## src/rtl/box_plotter.sv

```systemverilog
// Pixel engine for the whack-a-mole game: rasterises a fixed-size box or sweeps the whole
// screen to colour 0, emitting one registered pixel per clock with busy/done handshaking.
module box_plotter #(
  parameter int BOX_W    = 20,
  parameter int BOX_H    = 20,
  parameter int SCREEN_W = 320,
  parameter int SCREEN_H = 240
) (
  input  logic       clk,
  input  logic       reset_m,
  input  logic       iPlotBox,
  input  logic       iClear,
  input  logic [8:0] iStart_X,
  input  logic [7:0] iStart_Y,
  input  logic [2:0] iColour,
  output logic [8:0] oX,
  output logic [7:0] oY,
  output logic [2:0] oColour,
  output logic       oPlot,
  output logic       oBusy,
  output logic       oDone
);

  typedef enum logic [1:0] {IDLE, DRAW, CLEAR, DONE} state_t;

  localparam logic [9:0] BOX_X_LAST = 10'(BOX_W - 1);
  localparam logic [8:0] BOX_Y_LAST = 9'(BOX_H - 1);
  localparam logic [9:0] SCR_X_LAST = 10'(SCREEN_W - 1);
  localparam logic [8:0] SCR_Y_LAST = 9'(SCREEN_H - 1);
  localparam logic [9:0] SCR_W      = 10'(SCREEN_W);
  localparam logic [8:0] SCR_H      = 9'(SCREEN_H);

  state_t     state, next_state;

  logic [9:0] cx, cx_nxt, cx_adv;
  logic [8:0] cy, cy_nxt, cy_adv;
  logic [8:0] x0, x0_nxt;
  logic [7:0] y0, y0_nxt;
  logic [2:0] col, col_nxt;

  logic [8:0] x_nxt;
  logic [7:0] y_nxt;
  logic [2:0] colour_nxt;
  logic       plot_nxt, busy_nxt, done_nxt;

  logic       box_last, scr_last;
  logic [9:0] box_x;
  logic [8:0] box_y;

  assign box_last = (cx == BOX_X_LAST) && (cy == BOX_Y_LAST);
  assign scr_last = (cx == SCR_X_LAST) && (cy == SCR_Y_LAST);

  // Box coordinates are formed one bit wider so off-screen pixels never wrap back on-screen.
  assign box_x = {1'b0, x0} + cx_adv;
  assign box_y = {1'b0, y0} + cy_adv;

  always_ff @(posedge clk or negedge reset_m) begin
    if (!reset_m) state <= IDLE;
    else          state <= next_state;
  end

  always_comb begin
    next_state = state;
    case (state)
      IDLE: begin
        if (iClear)        next_state = CLEAR;
        else if (iPlotBox) next_state = DRAW;
      end
      DRAW:    if (box_last) next_state = DONE;
      CLEAR:   if (scr_last) next_state = DONE;
      DONE:    next_state = IDLE;
      default: next_state = IDLE;
    endcase
  end

  // Column counter is the fast axis; its wrap point depends on whether a box or the screen is swept.
  always_comb begin
    cx_adv = cx + 10'd1;
    cy_adv = cy;
    if ((state == CLEAR && cx == SCR_X_LAST) || (state != CLEAR && cx == BOX_X_LAST)) begin
      cx_adv = '0;
      cy_adv = cy + 9'd1;
    end
  end

  // Computes the pixel to present after the coming edge; the counters always name the pixel on the outputs.
  always_comb begin
    cx_nxt     = cx;
    cy_nxt     = cy;
    x0_nxt     = x0;
    y0_nxt     = y0;
    col_nxt    = col;
    x_nxt      = oX;
    y_nxt      = oY;
    colour_nxt = oColour;
    plot_nxt   = 1'b0;
    done_nxt   = 1'b0;
    busy_nxt   = (next_state != IDLE);
    case (state)
      IDLE: begin
        if (iClear) begin
          cx_nxt     = '0;
          cy_nxt     = '0;
          x_nxt      = '0;
          y_nxt      = '0;
          colour_nxt = '0;
          plot_nxt   = 1'b1;
        end else if (iPlotBox) begin
          cx_nxt     = '0;
          cy_nxt     = '0;
          x0_nxt     = iStart_X;
          y0_nxt     = iStart_Y;
          col_nxt    = iColour;
          x_nxt      = iStart_X;
          y_nxt      = iStart_Y;
          colour_nxt = iColour;
          plot_nxt   = ({1'b0, iStart_X} < SCR_W) && ({1'b0, iStart_Y} < SCR_H);
        end
      end
      DRAW: begin
        if (box_last) begin
          done_nxt = 1'b1;
        end else begin
          cx_nxt     = cx_adv;
          cy_nxt     = cy_adv;
          x_nxt      = box_x[8:0];
          y_nxt      = box_y[7:0];
          colour_nxt = col;
          plot_nxt   = (box_x < SCR_W) && (box_y < SCR_H);
        end
      end
      CLEAR: begin
        if (scr_last) begin
          done_nxt = 1'b1;
        end else begin
          cx_nxt     = cx_adv;
          cy_nxt     = cy_adv;
          x_nxt      = cx_adv[8:0];
          y_nxt      = cy_adv[7:0];
          colour_nxt = '0;
          plot_nxt   = 1'b1;
        end
      end
      default: ;
    endcase
  end

  always_ff @(posedge clk or negedge reset_m) begin
    if (!reset_m) begin
      cx      <= '0;
      cy      <= '0;
      x0      <= '0;
      y0      <= '0;
      col     <= '0;
      oX      <= '0;
      oY      <= '0;
      oColour <= '0;
      oPlot   <= 1'b0;
      oBusy   <= 1'b0;
      oDone   <= 1'b0;
    end else begin
      cx      <= cx_nxt;
      cy      <= cy_nxt;
      x0      <= x0_nxt;
      y0      <= y0_nxt;
      col     <= col_nxt;
      oX      <= x_nxt;
      oY      <= y_nxt;
      oColour <= colour_nxt;
      oPlot   <= plot_nxt;
      oBusy   <= busy_nxt;
      oDone   <= done_nxt;
    end
  end

endmodule

```

## config.mk

```make
export PLATFORM = sky130hd
export DESIGN_NAME = box_plotter
export DESIGN_NICKNAME = d
export VERILOG_FILES = /design/src/rtl/box_plotter.sv
export SDC_FILE = /design/constraint.sdc
export NUM_CORES = 1
export LEC_CHECK = 0
export BUFFER_PORTS_ARGS = -buffer_cell sky130_fd_sc_hd__buf_2
export CORE_MARGIN = 3
export CORE_UTILIZATION = 59
export CTS_BUF_LIST = sky130_fd_sc_hd__clkbuf_16
export CTS_CLUSTER_SIZE = 16
export DETAILED_ROUTE_END_ITERATION = 7
export GPL_TIMING_DRIVEN = 0
export PLACE_DENSITY = 0.9
export SYNTH_ARGS = -nofsm -noshare
export SYNTH_HDL_FRONTEND = slang
export SYNTH_SLANG_ARGS = --single-unit
export TNS_END_PERCENT = 1
```

## constraint.sdc

```tcl
create_clock -name clk -period 4 [get_ports clk]
set_input_delay 0.4 -clock clk [delete_from_list [all_inputs] [get_ports clk]]
set_output_delay 0.4 -clock clk [all_outputs]
set_load 0.01 [all_outputs]
```

; After elaboration in Yosys (flattened, before gate mapping)
; Cells that the tools add are included.
[word_totals]
regBits = 64
elab_cells = 84
[op_classes]
n_addsub = 4
order_cmp = 4
n_eq_ne = 11
mux = 40
bitwise = 1
n_reduce_logical = 12
[ops]
columns = operator, count
row1 = $mux W9, 9
row2 = $pmux W9 S3, 2
row3 = $mux W10, 5
row4 = $mux W8, 4
row5 = $pmux W10 S3, 1
row6 = $pmux W8 S3, 1
row7 = $mux W3, 4
row8 = $add A10 B1 Y10 const B, 1
row9 = $add A9 B10 Y10, 1
row10 = $eq A10 B5 Y1 const B, 1
row11 = $eq A10 B9 Y1 const B, 1
row12 = $lt A10 B9 Y1 const B, 1
row13 = $add A8 B9 Y9, 1
row14 = $add A9 B1 Y9 const B, 1
row15 = $eq A9 B5 Y1 const B, 1
row16 = $eq A9 B8 Y1 const B, 1
row17 = $lt A9 B8 Y1 const B, 1
row18 = $lt A9 B9 Y1 const B, 1
row19 = $pmux W3 S3, 1
row20 = $lt A8 B8 Y1 const B, 1
row21 = $mux W2, 4
row22 = $pmux W2 S4, 1
row23 = $logic_and A1 B1 Y1, 6
row24 = $mux W1, 6
row25 = other kinds (13), 16

; Logic depth before layout (Yosys ltp)
[depth]
depth_word = 9
mapped_depth = 16
mapped_depth_nobuf = 15

; Worst setup path after synthesis
; Ideal clock, no wire load.
[synth_path]
path_kind = register -> register
start = register state[0]
end = register oPlot
setup_time_ns = 0.110
t_arrival_ns = 3.244
slack_ns = 0.646
stages_incl_launch_ff = 15
synth_period_minus_slack_ns = 3.354
path_cell_list = dfrtp_1 > inv_1 > ha_1 > clkbuf_1 > nor2_1 > and3_1 > o21ai_2 > mux2_2 > ha_1 > a211oi_1 > or3_1 > nand4b_1 > nand3b_1 > and4_1 > o41ai_1
[synth_between]
elab_chain_cells = 9
elab_cells_between_ends = 16
[synth_lines]
columns = element, line_no
row1 = from (decl), 33  ; state_t state, next_state;
row2 = from (signal assigned), 59  ; else state <= next_state;
row3 = $eq A2 B2 Y1 / $ne A2 B2 Y1 (equally long branches), "80, 99"
row4 = $logic_and A1 B1 Y1, 80  ; if ((state == CLEAR && cx == SCR_X_LAST) || (state != CLEAR && cx == BOX_X_LAST)) begin
row5 = $logic_or A1 B1 Y1, 80
row6 = $mux W10 / $mux W9 (equally long branches), 80
row7 = $add A9 B10 Y10 / $add A8 B9 Y9 (equally long branches), "54, 55"
row8 = $lt A10 B9 Y1 / $lt A9 B8 Y1 (equally long branches), 129  ; plot_nxt = (box_x < SCR_W) && (box_y < SCR_H);
row9 = $logic_and A1 B1 Y1, 129
row10 = $mux W1, 121  ; if (box_last) begin
row11 = $pmux W1 S3 *, 99  ; case (state)
row12 = via plot_nxt, 44  ; logic plot_nxt, busy_nxt, done_nxt;
row13 = to (signal assigned), 170  ; oPlot <= plot_nxt;
row14 = to (decl), 19  ; output logic oPlot,
; The timed path passes the listed nets; every way through them passes the cells marked *.
; A chain may end at the register's enable or synchronous reset.

; Worst setup path after layout
[layout_path]
start = register cx[0]
end = register oPlot
[layout_between]
elab_chain_cells = 9
elab_cells_between_ends = 18
[layout_lines]
columns = element, line_no
row1 = from (decl), 35  ; logic [9:0] cx, cx_nxt, cx_adv;
row2 = from (signal assigned), 162  ; cx <= cx_nxt;
row3 = branches (longest 8 deep; another with $add A10 B1 Y10), -
row4 = $pmux W1 S3 *, 99
row5 = via plot_nxt, 44
; Mark *: on every way through the listed nets, which the timed path passes.

==> flow_summary.yaml <==
power_and_ir_drop:
  power_mw: 1.534
  power.density_mw_per_mm2: 305.4
  leakage_nw: 2.292
  peakVddDrop_mv: 0.2716
synth:
  synth_cell_types: 68
  synth.net_count: 495
  synthFlopType: "dfrtp_1"
  netlist_top_cells_area: "dfrtp_1 (37%), ha_1 (7.0%), mux2_2 (5.8%), nand2_1 (4.5%), xnor2_1 (3.7%)"
  synth_edf_count: 0
  synth_top_area_share_pct: 37.39
  yosys_register_bits: 64
  synth_top_area_cell: "dfrtp_1"
  seq_area_frac_synth_pct: 37.39
  synth_area_mm2: 0.004283
  synth_area_per_cell_um2: 9.624
  syn_inst: 445
  ys_warn_count: 0
  synthArstFlopShare_pct: 100.0
route:
  num_vias: 4173
  drtAntennaViolNets: 0
  vias_per_cell: 6.863
  wl_um: 12460
  drc_errors: 0
  drt_iter0_markers: 432
  routedWlPerCell_um: 20.49
  firstDrtPassIters: 7
clock_network:
  cts-root-buf: "clkbuf_16"
  clkTransAtPathRegs_ns: 0.06
  cts_hold_buf: 0
  cts_sinks: 64
  cts-buffers-inserted: 9
  clockBufferDepth: 2
  cts_htree_levels: 3
  cts_tree: "built"
  worstSkewPairLatency_ns: 0.34
floorplan:
  dieArea_mm2: 0.008317
  core_region_area_mm2: 0.006907
  start_util_pct: 62.01
  num_rows: 30
  die_w_um: 91.20
  ios: 47
  die-height_um: 91.20
cells_and_area:
  nets: 557
  fin_cells: 608
  final_common_cell: "dfrtp_1"
  diodes: 0
  design_area_mm2: 0.005024
  drive_gt1_share_pct: 23.44
  syn_to_final_growth_pct: 17.29
  final_cell_mix: "dfrtp_1 (64), nand2_1 (51), buf_2 (51)"
sta:
  max_slew_margin_pct: 30.76
  fin_crit_sh_pct: 97.76
  skew_ns: 0.008829
  setup_tns_ns: 0
  setup_viol: 0
  hold_slack_ns: 0.1520
  hold_violations: 0
  slew_violations: 0
  fin_crit_ns: 3.911
  max_freq_mhz: 255.7
  worstMarginPinSlew_ns: 1.028
placement:
  dp_hpwl_um: 8537
  dp_cells: 587
  place_congestion: 0.9348
  placedInstanceArea_mm2: 0.004636
  portBuffers: 46
critical_path:
  cp_max_fo: 6
  required_ns: 4.22
  crit_chain: "ha_2, nand3_2, or3_4, a2111oi_4, xor2_2, ha_1, nand2_1, or3_1, nand4b_1, nand3b_1, and4_1, o41ai_2"
  arrival_ns: 4.13
  slowest_stage: "or3_4"
  max_stage_delay_ns: 0.49
  path_class: "flip-flop to flip-flop"
  critPathCaptureType: "flip-flop"
  critPathLaunchType: "flip-flop"
outcome:
  status: "completed"
grt:
  grt_pass1_wl_um: 20280
  antenna_found_initial: 0
  grt_usage_pct: 30.97
  grt_max_degree: 65
  grt_pass1_vias: 4025
  grt_overflow_total: 0
hold_path:
  worstHoldPathType: "primary input to async pin"
run:
  cap_violations: 0
-- stage by stage --
stage	setup WS (ns)	utilization, %
2_1_floorplan	0.6463	-
3_5_place_dp	0.06445	67.12
4_1_cts	0.03376	71.79
6_report	0.08946	72.74
5_1_grt	-0.006013	72.74
3_3_place_gp	0.08048	67.08
-- worst paths after layout --
check	from	endpoint	slack [ns]	cells past startpoint
max	cx[0]$_DFFE_PN0P_	oPlot$_DFF_PN0_	0.09	12
min	reset_m	state[0]$_DFF_PN0_	0.15	1
max reg2reg	cx[0]$_DFFE_PN0P_	oPlot$_DFF_PN0_	0.09	12
min reg2reg	oY[1]$_DFFE_PN0P_	oY[1]$_DFFE_PN0P_	0.49	2
max in group asynchronous	reset_m	oX[7]$_DFFE_PN0P_	3.31	1
min in group clk	iColour[1]	col[1]$_DFFE_PN0P_	0.31	2
-- power by group --
part	internal, mW	switching (mW)
clock	0.546	0.308
sequential	0.648	0
combinational	0.00943	0.0227
-- state kept, by name, indices dropped and copies added (netlist names), 2 cells and up --
register / count
y0: 8
oX: 9
state: 2
x0: 9
oY: 8
cy: 9
cx: 10
col: 3
oColour: 3
-- layout make-up --
class,count,area [um2]
clock buffer,9,225.2
multi-input combinational,347,2565
buffer,21,95.09
tap,96,120.1
timing repair buffer,51,270.3
fill,468,1883
sequential,64,1602
clock inverter,7,97.59
inverter,13,48.80
-- cell families (layout without fill, tap and decap cells) --
family / after synthesis / count (layout) / share of synthesized area (%)
adders and majority gates: 26 / 26 / 7.946
AOI/OAI and AO/OA: 125 / 125 / 21.79
muxes: 23 / 23 / 6.018
DFF: 64 / 64 / 37.39
buffers and inverters: 34 / 101 / 3.330
xor gates and xnor gates: 28 / 28 / 6.077
and+or+nand+nor: 145 / 145 / 17.44
-- critical path, delay by kind of cell (launching register included) --
family                     cells  cell delay [ns]
DFF                            1             0.47
AOI/OAI and AO/OA              2             0.83
xor gates and xnor gates       1             0.18
adders and majority gates      2             0.71
and+or+nand+nor                7             1.60
-- synth_stat cells, drive strengths merged, types with 2 or more instances --
| cell | number |
|---|---|
| nand3b | 4 |
| o221a | 2 |
| nor4 | 5 |
| o21ai | 34 |
| ha | 24 |
| o211ai | 4 |
| nor4b | 3 |
| clkbuf | 11 |
| a22o | 9 |
| xor2 | 10 |
| dfrtp | 64 |
| and3 | 3 |
| nand4 | 4 |
| mux2 | 22 |
| nor3 | 7 |
| or4 | 2 |
| o2111ai | 3 |
| nand2b | 4 |
| xnor2 | 18 |
| a22oi | 5 |
| o21bai | 2 |
| nand3 | 14 |
| fa | 2 |
| or3 | 5 |
| nand2 | 51 |
| a222oi | 8 |
| and2 | 5 |
| inv | 13 |
| nor2 | 28 |
| a31oi | 2 |
| a211oi | 2 |
| a2111oi | 3 |
| a221oi | 6 |
| o21a | 4 |
| nor2b | 4 |
| and4 | 2 |
| a221o | 2 |
| a21oi | 20 |
| buf | 10 |
| o31ai | 5 |
| a21o | 6 |
-- per-layer routing --
| layer | share of wire (%) | up-vias | track usage [%] |
|---|---|---|---|
| met5 | 0 | - | 0 |
| met4 | 5.2 | 0 | 15.95 |
| met3 | 10 | 82 | 7.125 |
| met2 | 46 | 311 | 49.85 |
| met1 | 38 | 1996 | 38.89 |
| li1 | - | 1784 | - |
-- what timing repair did --
action / in CTS / in global routing
resized for setup: 0 / 8
buffers inserted: 0 / 5
endpoints found under the hold margin: 0 / 0
setup endpoints to repair: 0 / 4
(Power assumes the default switching activity.)
